==> src/rtl/rom_rr_arbiter_if.sv <==
// Client-side bus of the ROM round-robin arbiter.
// Requesters drive req/req_addr and receive the grant and read-data pulses.
interface rom_rr_arbiter_if #(
    parameter int N_REQ = 4,
    parameter int AW    = 4,
    parameter int DW    = 4
);
    logic [N_REQ-1:0]    req;
    logic [N_REQ*AW-1:0] req_addr;
    logic [N_REQ-1:0]    gnt;
    logic [N_REQ-1:0]    rvalid;
    logic [DW-1:0]       rdata;

    // Client side: issues requests, observes grant and returned data
    modport master (
        output req,
        output req_addr,
        input  gnt,
        input  rvalid,
        input  rdata
    );

    // Arbiter side: samples requests, produces grant and returned data
    modport slave (
        input  req,
        input  req_addr,
        output gnt,
        output rvalid,
        output rdata
    );
endinterface

==> src/rtl/rom_rr_arbiter.sv <==
// Round-robin arbiter sharing one synchronous ROM read port.
// Each transaction walks IDLE -> READ -> DATA (3 cycles). The ROM control
// pins decode from the state register and the latched address only, so a
// requester's req never reaches the ROM pins combinationally.
module rom_rr_arbiter #(
    parameter int N_REQ = 4,
    parameter int AW    = 4,
    parameter int DW    = 4
) (
    input  logic          clk,
    input  logic          rst,
    rom_rr_arbiter_if.slave bus,
    output logic          busy,
    output logic          rom_cs,
    output logic          rom_rd,
    output logic [AW-1:0] rom_addr,
    input  logic [DW-1:0] rom_out
);
    localparam int IW = (N_REQ > 1) ? $clog2(N_REQ) : 1;

    localparam logic [1:0] IDLE = 2'd0;
    localparam logic [1:0] READ = 2'd1;
    localparam logic [1:0] DATA = 2'd2;

    logic [1:0]       state_r;
    logic [IW-1:0]    ptr_r;
    logic [IW-1:0]    id_q_r;
    logic [AW-1:0]    addr_q_r;
    logic [N_REQ-1:0] gnt_r;
    logic [N_REQ-1:0] rvalid_r;
    logic [DW-1:0]    rdata_r;

    logic             found_s;
    logic [IW-1:0]    win_s;
    logic [IW-1:0]    idx_s;

    // Pick the first asserted request starting at ptr and wrapping around
    always_comb begin
        found_s = 1'b0;
        win_s   = '0;
        idx_s   = '0;
        for (int k = 0; k < N_REQ; k++) begin
            idx_s = IW'((int'(ptr_r) + k) % N_REQ);
            if (!found_s && bus.req[idx_s]) begin
                found_s = 1'b1;
                win_s   = idx_s;
            end else begin
                found_s = found_s;
            end
        end
    end

    // Transaction sequencer: grant, ROM read, data capture and return
    always_ff @(posedge clk) begin
        if (rst) begin
            state_r  <= IDLE;
            ptr_r    <= '0;
            id_q_r   <= '0;
            addr_q_r <= '0;
            gnt_r    <= '0;
            rvalid_r <= '0;
            rdata_r  <= '0;
        end else begin
            gnt_r    <= '0;
            rvalid_r <= '0;
            case (state_r)
                IDLE: begin
                    if (found_s) begin
                        addr_q_r     <= bus.req_addr[win_s*AW +: AW];
                        id_q_r       <= win_s;
                        gnt_r[win_s] <= 1'b1;
                        state_r      <= READ;
                    end else begin
                        state_r <= IDLE;
                    end
                end
                READ: begin
                    // The winner drops to lowest priority for the next round
                    if (id_q_r == IW'(N_REQ - 1)) begin
                        ptr_r <= '0;
                    end else begin
                        ptr_r <= id_q_r + 1'b1;
                    end
                    state_r <= DATA;
                end
                DATA: begin
                    rdata_r          <= rom_out;
                    rvalid_r[id_q_r] <= 1'b1;
                    state_r          <= IDLE;
                end
                default: begin
                    state_r <= IDLE;
                end
            endcase
        end
    end

    // ROM pins: cs stays high through DATA so the ROM output is held, not X
    always_comb begin
        rom_cs   = 1'b0;
        rom_rd   = 1'b0;
        rom_addr = '0;
        case (state_r)
            READ: begin
                rom_cs   = 1'b1;
                rom_rd   = 1'b1;
                rom_addr = addr_q_r;
            end
            DATA: begin
                rom_cs   = 1'b1;
                rom_rd   = 1'b0;
                rom_addr = addr_q_r;
            end
            default: begin
                rom_cs   = 1'b0;
                rom_rd   = 1'b0;
                rom_addr = '0;
            end
        endcase
    end

    assign busy       = (state_r != IDLE);
    assign bus.gnt    = gnt_r;
    assign bus.rvalid = rvalid_r;
    assign bus.rdata  = rdata_r;
endmodule
==> src/flat_wrapper.sv <==
// flat-port wrapper written by rule: the top's interface ports become plain ports
module rom_rr_arbiter_flat 
#(
    parameter int N_REQ = 4,
    parameter int AW    = 4,
    parameter int DW    = 4
)
  (clk, rst, busy, rom_cs, rom_rd, rom_addr, rom_out, bus_req, bus_req_addr, bus_gnt, bus_rvalid, bus_rdata);
  rom_rr_arbiter_if #(.N_REQ(N_REQ), .AW(AW), .DW(DW)) bus_i ();
  input  logic clk;
  input  logic rst;
  output logic busy;
  output logic rom_cs;
  output logic rom_rd;
  output logic [AW-1:0] rom_addr;
  input  logic [DW-1:0] rom_out;
  input wire logic [$bits(bus_i.req)-1:0] bus_req;
  input wire logic [$bits(bus_i.req_addr)-1:0] bus_req_addr;
  output wire logic [$bits(bus_i.gnt)-1:0] bus_gnt;
  output wire logic [$bits(bus_i.rvalid)-1:0] bus_rvalid;
  output wire logic [$bits(bus_i.rdata)-1:0] bus_rdata;
  assign bus_i.req = bus_req;
  assign bus_i.req_addr = bus_req_addr;
  assign bus_gnt = bus_i.gnt;
  assign bus_rvalid = bus_i.rvalid;
  assign bus_rdata = bus_i.rdata;
  rom_rr_arbiter #(.N_REQ(N_REQ), .AW(AW), .DW(DW)) u_core (.clk(clk), .rst(rst), .bus(bus_i), .busy(busy), .rom_cs(rom_cs), .rom_rd(rom_rd), .rom_addr(rom_addr), .rom_out(rom_out));
endmodule
==> config.mk <==
export PLATFORM = sky130hd
export DESIGN_NAME = rom_rr_arbiter_flat
export DESIGN_NICKNAME = d
export VERILOG_FILES = /design/src/rtl/rom_rr_arbiter_if.sv /design/src/rtl/rom_rr_arbiter.sv /design/src/flat_wrapper.sv
export SDC_FILE = /design/constraint.sdc
export NUM_CORES = 1
export LEC_CHECK = 0
export BUFFER_PORTS_ARGS = -buffer_cell sky130_fd_sc_hd__buf_4
export CAP_MARGIN = 0
export CORE_MARGIN = 1
export CORE_UTILIZATION = 30
export DETAILED_ROUTE_END_ITERATION = 6
export SYNTH_ARGS = -nofsm -noshare
export SYNTH_HDL_FRONTEND = slang
export SYNTH_SLANG_ARGS = --single-unit
export TNS_END_PERCENT = 20
==> constraint.sdc <==
create_clock -name clk -period 2.3 [get_ports clk]
set_clock_uncertainty 0.05 [all_clocks]
set_input_delay 0.69 -clock clk [delete_from_list [all_inputs] [get_ports clk]]
set_output_delay 0.69 -clock clk [all_outputs]
set_load 0.02 [all_outputs]
==> metrics.txt <==
outcome=complete, no violations; number of H-tree levels=1; post-route clock period utilization=a little over nine tenths; final WL=2.21 mm; buffers added on ports=44; first-pass GRT wire length=3.25 mm; layout cells sized above 1=36.3%; Cell Count Post-Placement=186; io pins=between 40 and 50; CTS Sinks=22; cts hold-fix bufs=0; row count=20; Final Wtd Congestion=around 0.7; initial drt markers=22; register area share after synthesis=42.6%; CP endpoint kind=output port; Worst-path clk slew=between 0.1 and 0.15 ns; Setup Buffers After CTS=0; Overflow after GRT=0; worst-path maximum fanout=5; DRC Markers=0; Clock Tree Buf Depth=2; Worst Hold Slack=about 0.47 ns; max-cap violation count=0; Worst-Skew Late Latency=0.31 ns; Antenna diodes=0; Distinct cells, synth=19; routed len/inst=11.6 µm; FF-to-FF path depth=4; Final ANT Viol Nets=0; Setup Viol. Count Final=0; via count=approximately 840; Final Power=approximately 950 µW; Lkg Pwr=around 0.68 nW; die width=~61 µm; initial antenna violation count=0; Peak VDD IR=~0.22 mV; kind of critical path=reg2out; vias per inst=4.43; Initial Utilization=about a third; Detailed Place HPWL=between 1.5 and 2 mm; Die Span Y=~61 µm; area grow syn2layout=41.2%; syn avg cell area=10.3 µm²; fin nets=between 150 and 200; Mapped Nets=about 130; cell area after synthesis=~1000 µm²; die area=3690 µm²; Max Clock Freq=about 460 MHz; Final Hold Fails=0; minimum clock period=roughly 2.2 ns; Global Route Usage Sum=approximately an eighth; TNS Setup=0 ns; Synth warnings=0; CTS Buf Count=3; final max-slew violation count=0; root buffer cell=clkbuf_4; Worst setup SP type=flop; most common cell after layout, fill and taps aside=buf_4; pin count of the biggest net entering global routing=16; PostCTS Resize Cnt=0; CTS tree=built; Req. time, crit path=between 1.5 and 2 ns; Hold Crit Class=reg2reg; unrepaired setup endpoints after global routing=false; fin util=a little under half; Finished Layout Cells=190; Pwr Density=between 600 and 700 nW/µm²; Core Region=about 3200 µm²; Arrival @ worst endpoint=~1.4 ns; Post-Syn Instances=100; worst hold path depth=2; Filler Cells Inserted=around 320; worst slew pin tran=about 0.3 ns; 1st-pass router iterations=3; number of global-route vias before repair=roughly 760; most frequent cells in the layout=45 x buf_4, 22 x dfxtp_1, 16 x mux2i_1; Yosys reg bits=22; Rel. slew slack=about 80%
==> cell families after synthesis <==
group,count (synthesis),synth area share (%)
AOI/OAI and AO/OA,10,11.1
adders and majority gates,7,8.46
DFF,22,42.6
muxes,16,15.5
and+or+nand+nor,35,18.0
buffers and inverters,10,4.35
==> report_power, final <==
part           internal [mW]  total, mW  switching (mW)
sequential             0.409      0.426          0.0164
clock                  0.176      0.298           0.122
combinational          0.116      0.231           0.115
==> sequential cells by signal (all words and copies together) (netlist names) <==
| register | flops |
|---|---|
| u_core.bus.gnt | 4 |
| u_core.id_q_r | 2 |
| u_core.state_r | 2 |
| u_core.bus.rvalid | 4 |
| u_core.addr_q_r | 4 |
| u_core.ptr_r | 2 |
| u_core.bus.rdata | 4 |
==> stage by stage <==
stage | worst slack [ns] | instance area [µm²]
detailed placement | 0.248 | 1410
floorplan | 0.515 | 1030
finish | 0.132 | 1460
CTS | 0.121 | 1460
global placement | 0.226 | 1410
global route | 0.0714 | 1460
==> path summary, 6_finish.rpt <==
| path | start | slack [ns] | end |
|---|---|---|---|
| setup / recovery | u_core.state_r[0]$_SDFF_PP0_ | 0.13 | rom_addr[2] |
| hold / removal | u_core.bus.rdata[0]$_SDFFE_PP0N_ | 0.47 | u_core.bus.rdata[0]$_SDFFE_PP0N_ |
| setup reg to reg | u_core.ptr_r[1]$_SDFFE_PP0P_ | 0.81 | u_core.addr_q_r[2]$_SDFFE_PP0P_ |
| hold reg to reg | u_core.bus.rdata[0]$_SDFFE_PP0N_ | 0.47 | u_core.bus.rdata[0]$_SDFFE_PP0N_ |
==> routing by layer <==
| metal | wire length (µm) | track usage, % | share of wire [%] | vias to the layer above |
|---|---|---|---|---|
| li1 | - | - | - | 431 |
| met1 | 996 | 15.0 | 45 | 380 |
| met2 | 1030 | 19.9 | 47 | 27 |
| met4 | 26 | 5.84 | 1.2 | 0 |
| met5 | 0 | 0 | 0 | - |
| met3 | 157 | 3.84 | 7.1 | 4 |
==> layout make-up <==
cell class	instances	area [µm²]	share of cell area, %
well taps	44	55.1	3.77
flip-flops and latches	22	440	30.1
inverters	7	26.3	1.80
repair buffers	45	338	23.1
clock buffers	3	22.5	1.54
clock inverters	1	30.0	2.05
multi-input cells	68	549	37.6
==> cells in the mapped netlist <==
| master | n | share of area [%] |
|---|---|---|
| dfxtp_1 | 22 | 43 |
| mux2i_1 | 16 | 15 |
| nor2_1 | 15 | 5.4 |
| and2_1 | 8 | 4.8 |
| ha_1 | 7 | 8.5 |
| inv_1 | 7 | 2.5 |
| nand3b_1 | 4 | 2.9 |
| o221ai_1 | 4 | 3.4 |
| nand2b_1 | 3 | 1.8 |
| nor2b_1 | 3 | 1.8 |
| a21oi_1 | 2 | 0.97 |
| clkbuf_1 | 2 | 0.73 |
| a211oi_2 | 1 | 1.2 |
| a21o_1 | 1 | 0.73 |
| and2b_2 | 1 | 0.85 |
| buf_6 | 1 | 1.1 |
| nand2_1 | 1 | 0.36 |
| o32a_4 | 1 | 2.2 |
| o41ai_4 | 1 | 2.7 |
==> worst max-delay path, stage by stage, from the launching register on <==
cell     delay, ns
dfxtp_1       0.36
inv_1         0.06
ha_1          0.35
and2_1        0.19
buf_4         0.15
Note: power is estimated with default switching activity, not from simulation.
